## config.mk

```make
export PLATFORM = sky130hd
export DESIGN_NAME = ic_arbiter_flat
export DESIGN_NICKNAME = d
export VERILOG_FILES = /design/src/rtl/ic_arbiter_if.sv /design/src/rtl/ic_arbiter.sv /design/src/flat_wrapper.sv
export SDC_FILE = /design/constraint.sdc
export NUM_CORES = 1
export LEC_CHECK = 0
export BUFFER_PORTS_ARGS = -buffer_cell sky130_fd_sc_hd__buf_4
export CORE_AREA = 5 5 71 73
export DETAILED_ROUTE_END_ITERATION = 16
export DIE_AREA = 0 0 76 78
export GPL_ROUTABILITY_DRIVEN = 0
export PLACE_DENSITY_LB_ADDON = 0.05
export SETUP_SLACK_MARGIN = 0.5
export SLEW_MARGIN = 20
export SYNTH_ARGS = -nofsm -noshare
export SYNTH_HDL_FRONTEND = slang
export SYNTH_SLANG_ARGS = --single-unit
export TNS_END_PERCENT = 20
```

## constraint.sdc

```tcl
create_clock -name clk -period 1.8 [get_ports clk]
set_clock_uncertainty 0.2 [all_clocks]
set_input_delay 0.09 -clock clk [delete_from_list [all_inputs] [get_ports clk]]
set_output_delay 0.09 -clock clk [all_outputs]
set_load 0.02 [all_outputs]
```

## src/rtl/ic_arbiter_if.sv

```systemverilog
// Bundles the fetch/prefetch request ports, shared response and icache-side signals of ic_arbiter.
// slave = the arbiter's view; master = the surrounding core/icache driving it.
interface ic_arbiter_if;
  logic        f_rd_i;
  logic [31:0] f_pc_i;
  logic [1:0]  f_priv_i;
  logic        f_abort_i;
  logic        f_accept_o;
  logic        f_valid_o;
  logic        p_rd_i;
  logic [31:0] p_pc_i;
  logic [1:0]  p_priv_i;
  logic        p_abort_i;
  logic        p_accept_o;
  logic        p_valid_o;
  logic        flush_i;
  logic [31:0] rsp_inst_o;
  logic        rsp_error_o;
  logic        rsp_page_fault_o;
  logic        ic_rd_o;
  logic [31:0] ic_pc_o;
  logic [1:0]  ic_priv_o;
  logic        ic_flush_o;
  logic        ic_accept_i;
  logic        ic_valid_i;
  logic [31:0] ic_inst_i;
  logic        ic_error_i;
  logic        ic_page_fault_i;

  modport slave (
    input  f_rd_i, f_pc_i, f_priv_i, f_abort_i,
    output f_accept_o, f_valid_o,
    input  p_rd_i, p_pc_i, p_priv_i, p_abort_i,
    output p_accept_o, p_valid_o,
    input  flush_i,
    output rsp_inst_o, rsp_error_o, rsp_page_fault_o,
    output ic_rd_o, ic_pc_o, ic_priv_o, ic_flush_o,
    input  ic_accept_i, ic_valid_i, ic_inst_i, ic_error_i, ic_page_fault_i
  );

  modport master (
    output f_rd_i, f_pc_i, f_priv_i, f_abort_i,
    input  f_accept_o, f_valid_o,
    output p_rd_i, p_pc_i, p_priv_i, p_abort_i,
    input  p_accept_o, p_valid_o,
    output flush_i,
    input  rsp_inst_o, rsp_error_o, rsp_page_fault_o,
    input  ic_rd_o, ic_pc_o, ic_priv_o, ic_flush_o,
    output ic_accept_i, ic_valid_i, ic_inst_i, ic_error_i, ic_page_fault_i
  );
endinterface

```

## src/rtl/ic_arbiter.sv

```systemverilog
// Two-port (fetch/prefetch) icache arbiter: one request in flight, combinational grant, response same cycle as ic_valid_i,
// flush holds ic_flush_o for FLUSH_CYCLES and blocks grants; ports wait on accept. IC_ARB_RR_EN enables round-robin.
module ic_arbiter #(
  parameter int unsigned FLUSH_CYCLES = 2
) (
  input logic        clk,
  input logic        rst_n,
  ic_arbiter_if.slave bus
);

  localparam logic [1:0] ST_IDLE  = 2'd0;
  localparam logic [1:0] ST_BUSY  = 2'd1;
  localparam logic [1:0] ST_FLUSH = 2'd2;
  localparam logic [3:0] FLUSH_LOAD = 4'(FLUSH_CYCLES);

  logic [1:0]  state_q;
  logic        owner_q;
  logic        drop_q;
  logic        flush_pend_q;
  logic [3:0]  cnt_q;
  logic        win;
  logic        any_req;
  logic        ic_rd;
  logic        take;
  logic        own_abort;
  logic        deliver;
  logic [31:0] win_pc;
  logic [1:0]  win_priv;

`ifdef IC_ARB_RR_EN
  logic rr_q;

  // rr_q names the port that wins the next tie (the one not granted last)
  always_comb begin
    win = 1'b0;
    if (bus.f_rd_i && bus.p_rd_i) win = rr_q;
    else                          win = !bus.f_rd_i;
  end

  always_ff @(posedge clk or negedge rst_n) begin
    if (!rst_n)    rr_q <= 1'b0;
    else if (take) rr_q <= !win;
  end
`else
  always_comb win = !bus.f_rd_i;
`endif

  assign any_req   = bus.f_rd_i || bus.p_rd_i;
  // A flush in the same IDLE cycle beats any request
  assign ic_rd     = rst_n && (state_q == ST_IDLE) && !bus.flush_i && any_req;
  assign take      = ic_rd && bus.ic_accept_i;
  assign win_pc    = win ? bus.p_pc_i : bus.f_pc_i;
  assign win_priv  = win ? bus.p_priv_i : bus.f_priv_i;
  assign own_abort = owner_q ? bus.p_abort_i : bus.f_abort_i;
  assign deliver   = rst_n && (state_q == ST_BUSY) && bus.ic_valid_i && !drop_q && !own_abort;

  assign bus.ic_rd_o    = ic_rd;
  assign bus.ic_pc_o    = ic_rd ? (win_pc & 32'hFFFF_FFFC) : 32'h0;
  assign bus.ic_priv_o  = ic_rd ? win_priv : 2'b00;
  assign bus.ic_flush_o = rst_n && (state_q == ST_FLUSH);
  assign bus.f_accept_o = take && !win;
  assign bus.p_accept_o = take && win;
  assign bus.f_valid_o  = deliver && !owner_q;
  assign bus.p_valid_o  = deliver && owner_q;

  assign bus.rsp_inst_o       = rst_n ? bus.ic_inst_i : 32'h0;
  assign bus.rsp_error_o      = rst_n && bus.ic_error_i;
  assign bus.rsp_page_fault_o = rst_n && bus.ic_page_fault_i;

  always_ff @(posedge clk or negedge rst_n) begin
    if (!rst_n) begin
      state_q      <= ST_IDLE;
      owner_q      <= 1'b0;
      drop_q       <= 1'b0;
      flush_pend_q <= 1'b0;
      cnt_q        <= 4'd0;
    end else begin
      case (state_q)
        ST_IDLE: begin
          if (bus.flush_i) begin
            state_q <= ST_FLUSH;
            cnt_q   <= FLUSH_LOAD;
          end else if (take) begin
            state_q <= ST_BUSY;
            owner_q <= win;
            drop_q  <= 1'b0;
          end
        end
        ST_BUSY: begin
          if (own_abort)   drop_q       <= 1'b1;
          if (bus.flush_i) flush_pend_q <= 1'b1;
          // The response still completes; a pending or coincident flush follows it
          if (bus.ic_valid_i) begin
            if (flush_pend_q || bus.flush_i) begin
              state_q <= ST_FLUSH;
              cnt_q   <= FLUSH_LOAD;
            end else begin
              state_q <= ST_IDLE;
            end
          end
        end
        ST_FLUSH: begin
          if (bus.flush_i) begin
            cnt_q <= FLUSH_LOAD;
          end else if (cnt_q <= 4'd1) begin
            state_q      <= ST_IDLE;
            flush_pend_q <= 1'b0;
            cnt_q        <= 4'd0;
          end else begin
            cnt_q <= cnt_q - 4'd1;
          end
        end
        default: state_q <= ST_IDLE;
      endcase
    end
  end

endmodule

```

## src/flat_wrapper.sv

```systemverilog
// flat-port wrapper written by rule: the top's interface ports become plain ports
module ic_arbiter_flat 
#(
  parameter int unsigned FLUSH_CYCLES = 2
)
  (clk, rst_n, bus_f_rd_i, bus_f_pc_i, bus_f_priv_i, bus_f_abort_i, bus_f_accept_o, bus_f_valid_o, bus_p_rd_i, bus_p_pc_i, bus_p_priv_i, bus_p_abort_i, bus_p_accept_o, bus_p_valid_o, bus_flush_i, bus_rsp_inst_o, bus_rsp_error_o, bus_rsp_page_fault_o, bus_ic_rd_o, bus_ic_pc_o, bus_ic_priv_o, bus_ic_flush_o, bus_ic_accept_i, bus_ic_valid_i, bus_ic_inst_i, bus_ic_error_i, bus_ic_page_fault_i);
  ic_arbiter_if bus_i ();
  input logic clk;
  input logic rst_n;
  input wire logic [$bits(bus_i.f_rd_i)-1:0] bus_f_rd_i;
  input wire logic [$bits(bus_i.f_pc_i)-1:0] bus_f_pc_i;
  input wire logic [$bits(bus_i.f_priv_i)-1:0] bus_f_priv_i;
  input wire logic [$bits(bus_i.f_abort_i)-1:0] bus_f_abort_i;
  output wire logic [$bits(bus_i.f_accept_o)-1:0] bus_f_accept_o;
  output wire logic [$bits(bus_i.f_valid_o)-1:0] bus_f_valid_o;
  input wire logic [$bits(bus_i.p_rd_i)-1:0] bus_p_rd_i;
  input wire logic [$bits(bus_i.p_pc_i)-1:0] bus_p_pc_i;
  input wire logic [$bits(bus_i.p_priv_i)-1:0] bus_p_priv_i;
  input wire logic [$bits(bus_i.p_abort_i)-1:0] bus_p_abort_i;
  output wire logic [$bits(bus_i.p_accept_o)-1:0] bus_p_accept_o;
  output wire logic [$bits(bus_i.p_valid_o)-1:0] bus_p_valid_o;
  input wire logic [$bits(bus_i.flush_i)-1:0] bus_flush_i;
  output wire logic [$bits(bus_i.rsp_inst_o)-1:0] bus_rsp_inst_o;
  output wire logic [$bits(bus_i.rsp_error_o)-1:0] bus_rsp_error_o;
  output wire logic [$bits(bus_i.rsp_page_fault_o)-1:0] bus_rsp_page_fault_o;
  output wire logic [$bits(bus_i.ic_rd_o)-1:0] bus_ic_rd_o;
  output wire logic [$bits(bus_i.ic_pc_o)-1:0] bus_ic_pc_o;
  output wire logic [$bits(bus_i.ic_priv_o)-1:0] bus_ic_priv_o;
  output wire logic [$bits(bus_i.ic_flush_o)-1:0] bus_ic_flush_o;
  input wire logic [$bits(bus_i.ic_accept_i)-1:0] bus_ic_accept_i;
  input wire logic [$bits(bus_i.ic_valid_i)-1:0] bus_ic_valid_i;
  input wire logic [$bits(bus_i.ic_inst_i)-1:0] bus_ic_inst_i;
  input wire logic [$bits(bus_i.ic_error_i)-1:0] bus_ic_error_i;
  input wire logic [$bits(bus_i.ic_page_fault_i)-1:0] bus_ic_page_fault_i;
  assign bus_i.f_rd_i = bus_f_rd_i;
  assign bus_i.f_pc_i = bus_f_pc_i;
  assign bus_i.f_priv_i = bus_f_priv_i;
  assign bus_i.f_abort_i = bus_f_abort_i;
  assign bus_f_accept_o = bus_i.f_accept_o;
  assign bus_f_valid_o = bus_i.f_valid_o;
  assign bus_i.p_rd_i = bus_p_rd_i;
  assign bus_i.p_pc_i = bus_p_pc_i;
  assign bus_i.p_priv_i = bus_p_priv_i;
  assign bus_i.p_abort_i = bus_p_abort_i;
  assign bus_p_accept_o = bus_i.p_accept_o;
  assign bus_p_valid_o = bus_i.p_valid_o;
  assign bus_i.flush_i = bus_flush_i;
  assign bus_rsp_inst_o = bus_i.rsp_inst_o;
  assign bus_rsp_error_o = bus_i.rsp_error_o;
  assign bus_rsp_page_fault_o = bus_i.rsp_page_fault_o;
  assign bus_ic_rd_o = bus_i.ic_rd_o;
  assign bus_ic_pc_o = bus_i.ic_pc_o;
  assign bus_ic_priv_o = bus_i.ic_priv_o;
  assign bus_ic_flush_o = bus_i.ic_flush_o;
  assign bus_i.ic_accept_i = bus_ic_accept_i;
  assign bus_i.ic_valid_i = bus_ic_valid_i;
  assign bus_i.ic_inst_i = bus_ic_inst_i;
  assign bus_i.ic_error_i = bus_ic_error_i;
  assign bus_i.ic_page_fault_i = bus_ic_page_fault_i;
  ic_arbiter #(.FLUSH_CYCLES(FLUSH_CYCLES)) u_core (.clk(clk), .rst_n(rst_n), .bus(bus_i));
endmodule
```

### Word level (Yosys, flattened, before mapping)

Cells that the tools add are included.

| operators by class | value |
|---|---|
| multiply operators | 0 |
| $add $sub $neg | 1 |
| div/mod/pow operators | 0 |
| reductions and logical operators | 31 |
| bitwise operators | 1 |
| magnitude comparators | 1 |
| mux-type cells | 27 |
| eq/ne operators | 12 |
| shifts and indexed selects | 0 |

Operator list:

| cell | number |
|---|---|
| $mux W32 | 3 |
| $mux W4 | 5 |
| $mux W2 | 8 |
| $reduce_and A4 Y1 | 4 |
| $logic_and A1 B1 Y1 | 15 |
| $ne A2 B2 Y1 const B | 7 |
| $pmux W4 S3 | 1 |
| $mux W1 | 7 |
| $pmux W2 S3 | 1 |
| $logic_not A1 Y1 | 5 |
| $le A4 B1 Y1 const B | 1 |
| $ne A2 B1 Y1 const B | 2 |
| $pmux W1 S2 | 2 |
| $reduce_bool A2 Y1 | 2 |
| $sub A4 B1 Y4 const B | 1 |
| $ne A3 B2 Y1 const B | 1 |
| $reduce_and A3 Y1 | 1 |
| $reduce_bool A3 Y1 | 1 |
| $eq A2 B1 Y1 const B | 1 |
| $eq A2 B2 Y1 const B | 1 |
| $logic_not A2 Y1 | 1 |
| $logic_or A1 B1 Y1 | 2 |
| $not A1 Y1 | 1 |

| word-level totals | value |
|---|---|
| memories | 0 |
| flip-flop bits (word level) | 9 |
| memory bits (read-only) | 0 |
| input port bits | 111 |
| latch bits | 0 |
| output and inout port bits | 74 |
| memory bits (writable) | 0 |

### Logic depth before layout (Yosys ltp)

| logic depth | value |
|---|---|
| word-level depth | 8 |
| mapped depth | 5 |

### Worst setup path before layout

OpenSTA, ideal clock, no wires.

| timing | value |
|---|---|
| path kind | register to output |
| start point | register u_core.state_q[1] |
| end point | output port bus_ic_pc_o[10] |
| path buffers | 1 |
| cell stages (with the launch flop) | 5 |
| slack | 0.133 ns |
| data required time | 1.510 ns |
| arrival time | 1.377 ns |
| cell sequence | dfrtp_1 > nor4b_4 > o21ai_2 > buf_6 > nor2_1 |

| between the ends | value |
|---|---|
| word-level cells in the longest chain between the ends | 5 |

RTL lines:

| element | RTL line | text |
|---|---|---|
| start: declaration | ic_arbiter.sv:16 | `logic [1:0] state_q;` |
| start signal: assignment | ic_arbiter.sv:72 | `state_q <= ST_IDLE;` |
| start signal: assignment | ic_arbiter.sv:81 | `state_q <= ST_FLUSH;` |
| start signal: assignment | ic_arbiter.sv:84 | `state_q <= ST_BUSY;` |
| $logic_not A2 Y1 | ic_arbiter.sv:50 | `assign ic_rd = rst_n && (state_q == ST_IDLE) && !bus.flush_i && any_req;` |
| $logic_and A1 B1 Y1 (3 in series) | ic_arbiter.sv:50 |  |
| $mux W32 | ic_arbiter.sv:58 | `assign bus.ic_pc_o = ic_rd ? (win_pc & 32'hFFFF_FFFC) : 32'h0;` |
| end: declaration | flat_wrapper.sv:27 | `output wire logic [$bits(bus_i.ic_pc_o)-1:0] bus_ic_pc_o;` |

No other way between the ends.

### Final worst setup path

| timing | value |
|---|---|
| start point | register u_core.state_q[0] |
| end point | output port bus_ic_pc_o[23] |

The elaborated chain is that of the path after synthesis.

==> parameters.txt <==
Parameter                              Value

Place
  Number of buffers inserted by port buffering    178
  Total placed cells including tap cells    394
  DP Wirelength    5070 um

Power and ir drop
  Power density normalized to cell area    532 nW/um2
  Pleak    1.65 nW
  Max IR drop VDD    271 uV
  Overall power of the completed layout    1.75 mW

CTS
  Maximum count of clock buffers along a single path    2
  Clock tree from TritonCTS    built
  Deepest level of the CTS H-tree    1
  Post-cts hold buffer count    2
  Clock slew at reported path FFs    40 ps
  Clock net sink count    9
  Clock latency on the worst-skew pair    230 ps
  Master cell of the clock root buffer    sky130_fd_sc_hd__clkbuf_8
  Number of CTS-inserted buffers    3

Routing
  Final routed DRC violation total    0
  Violation count after the first detailed-route iteration    27
  Antenna Violating Nets Remaining    0
  DR vias    1,893
  Final Routed Wirelength    6570 um
  Ratio of routed vias to standard cells    4.67
  First-pass detailed-route iteration total    4
  Average wire length per cell after detail routing    16.2 um

Global route
  Antenna violations before repair    0
  GRT Overall Usage    20.4%
  Vias in the first global route    1,948
  Total gr overflow    0
  First-pass GRT wire length    9870 um
  Largest net degree at the start of global routing    38

Timing
  Setup violation total in the final timing report    34
  Final hold viol count    2
  Upper clock frequency limit    524 MHz
  Max-slew violation count    0
  Unrepaired setup endpoints after global routing    true
  Transition time of the tightest slew-check pin    597 ps
  Final critical-path share of the clock period    106%
  Post-layout minimum cycle time    1910 ps
  Final setup margin    -110 ps
  Headroom to the max-slew limit    60.2%
  Worst-case hold slack    -30.4 ps

Setup path
  Critical path buffer and inverter count    2
  Worst path required time    1510 ps
  Slowest cell delay on critical path    400 ps
  CP max FO    8
  Slowest stage cell on the critical path    sky130_fd_sc_hd__dfrtp_1
  Nature of the critical path endpoint    output port
  Type of element launching the critical path    flip-flop
  R2R depth    4
  Kind of cell with the highest combined delay on the critical path    simple AND/OR/NAND/NOR gates
  Worst-path cell chain    nor4b_4, o21ai_4, clkbuf_16, nor2_4, buf_6
  Number of cells on the critical path    5
  Signal arrival time at the worst endpoint    1620 ps
  Critical path class    reg2out

Die
  Die ar.    5930 um2
  Row count    24
  Height of the chip    78 um
  I/O pin total    185
  Die boundary width    76 um
  Starting Density    30.4%
  Total core area    4290 um2

Logic synthesis
  Post-Syn Area    1310 um2
  Number of cells produced by synthesis    173
  Portion of synthesized cell area occupied by the leading cell type    24.5%
  Combinational family with the most area after synthesis    simple AND/OR/NAND/NOR gates
  XOR/XNOR Fraction of Synth Area    0.671%
  Yosys synthesis warning count    0
  Post-synth top area cell    sky130_fd_sc_hd__mux2i_1
  Sequential cell area fraction in the yosys report    17.3%
  Adder-Cell Fraction of Synth Area    1.92%
  Share of cell area taken by muxes after synthesis    25.4%
  Share of the synthesized area in compound gates (AO/OA/AOI/OAI)    9.20%
  Main area contributors after synthesis    sky130_fd_sc_hd__mux2i_1, sky130_fd_sc_hd__dfrtp_1, sky130_fd_sc_hd__and2_1, sky130_fd_sc_hd__nor2_1, sky130_fd_sc_hd__buf_6
  Number of unique standard cell types used by synthesis    34
  Mean Syn Cell Area    7.54 um2
  Area share of and/or/nand/nor cells after synthesis    36.7%
  Seq cells post-synth    9

Status
  Failing checks    negative hold slack, negative setup slack
  Outcome    complete, but fails checks

Min path
  Worst hold stages    3
  Class of the tightest hold or removal check    in2reg

Finish
  Layout cells sized above 1    68.0%
  Total number of nets in the final design    467
  Syn-to-layout area delta    151%
  Final Core Density    76.4%
  Number of diodes added for antenna fixing    0
  Count of non-filler cells in the finished layout    405

Run
  Maximum Capacitance Violations    0
## tightest hold or removal path: cells and delay by family
family / cells / cell delay (ps)
compound gates: 2 / 180
buf+inv: 1 / 80
## synthesized netlist by cell type, drive strengths merged
master and n:
nand2b 3, inv 5, o2bb2ai 1, o211ai 1, and3 3, and2 34, clkbuf 4, nand2 7
conb 1, buf 10, xnor2 1, a211oi 1, mux2i 32, a21oi 6, o22ai 1, ha 2
nor3 2, dfrtp 9, mux2 1, a21o 1, a22oi 1, nor4b 1, or2b 1, nand4b 1
nor2b 1, and3b 1, o21ai 6, nor2 36
## per-stage QoR
step           TNS [ps]  cell area [um2]  worst slack, ps
2_1_floorplan         0             1550              267
3_3_place_gp          0             2890             82.7
3_5_place_dp          0             2890             56.8
4_1_cts           -2710             3210             -106
5_1_grt           -5510             3280             -192
6_report          -3000             3280             -110
## power breakdown
part / switching (mW) / internal (mW) / leakage [nW]
registers: 0.0662 / 0.259 / 0.114
clock network: 0.0787 / 0.154 / 0.0228
logic: 0.585 / 0.603 / 1.52
total: 0.730 / 1.02 / 1.65
## layout by cell type (no fill, tap or decap), types with 2 or more instances in the layout
cell,instances
sky130_fd_sc_hd__inv_2,3
sky130_fd_sc_hd__nand2_1,7
sky130_fd_sc_hd__nor2_4,33
sky130_fd_sc_hd__conb_1,2
sky130_fd_sc_hd__o21ai_4,2
sky130_fd_sc_hd__clkbuf_16,3
sky130_fd_sc_hd__and3_1,3
sky130_fd_sc_hd__o21ai_1,3
sky130_fd_sc_hd__dlygate4sd3_1,2
sky130_fd_sc_hd__buf_4,146
sky130_fd_sc_hd__inv_1,2
sky130_fd_sc_hd__nand2b_1,2
sky130_fd_sc_hd__nor3_1,2
sky130_fd_sc_hd__buf_6,37
sky130_fd_sc_hd__ha_4,2
sky130_fd_sc_hd__clkbuf_8,3
sky130_fd_sc_hd__mux2i_1,32
sky130_fd_sc_hd__dfrtp_1,8
sky130_fd_sc_hd__nor2_1,2
sky130_fd_sc_hd__and2_1,34
sky130_fd_sc_hd__a21oi_1,5
## cells by family after synthesis
| logic type | after synthesis |
|---|---|
| adder cells (fa/ha/maj) | 2 |
| buffers and inverters | 19 |
| XOR/XNOR | 1 |
| flip-flops | 9 |
| multiplexers | 33 |
| AND/OR/NAND/NOR | 90 |
| other | 1 |
| AO/OA/AOI/OAI | 18 |
## final timing paths
path	endpoint	slack, ps	start
worst max-delay path	bus_ic_pc_o[23]	-110	u_core.state_q[0]
worst min-delay path	u_core.drop_q	-30	bus_p_abort_i
worst max register to register	u_core.owner_q	210	u_core.state_q[0]
worst min register to register	u_core.drop_q	340	u_core.drop_q
max in group asynchronous	u_core.cnt_q[0]	620	rst_n
min in group asynchronous	u_core.state_q[1]	440	rst_n
## metal layers
layer  up-vias  share of wire (%)  GRT usage, %
met2       104                 56          39.0
met5         -                  0             0
met4         0                1.3          5.52
met1       849                 32          19.9
li1        932                  -             -
met3         8                 11          8.56
## flip-flops by register name (all words and copies together) (netlist names)
signal and flops:
u_core.cnt_q 4, u_core.state_q 2, u_core.drop_q 1, u_core.flush_pend_q 1, u_core.owner_q 1
## layout make-up
cell class / instances / area (um2)
Timing Repair Buffer: 189 / 1630
Fill cell: 324 / 1010
Tap cell: 52 / 65.1
Sequential cell: 9 / 226
Inverter: 5 / 18.8
Clock buffer: 4 / 45.0
Multi-Input combinational cell: 146 / 1300
## timing repair
item | 4_1_cts | 5_1_grt
setup endpoints to repair | 47 | 47
endpoints found under the hold margin | 11 | 1
resized for setup | 52 | 11
setup buffers | 1 | 0
pin swaps | 5 | 9
gates cloned | 2 | 2
Power figures use the tool's default switching activity.
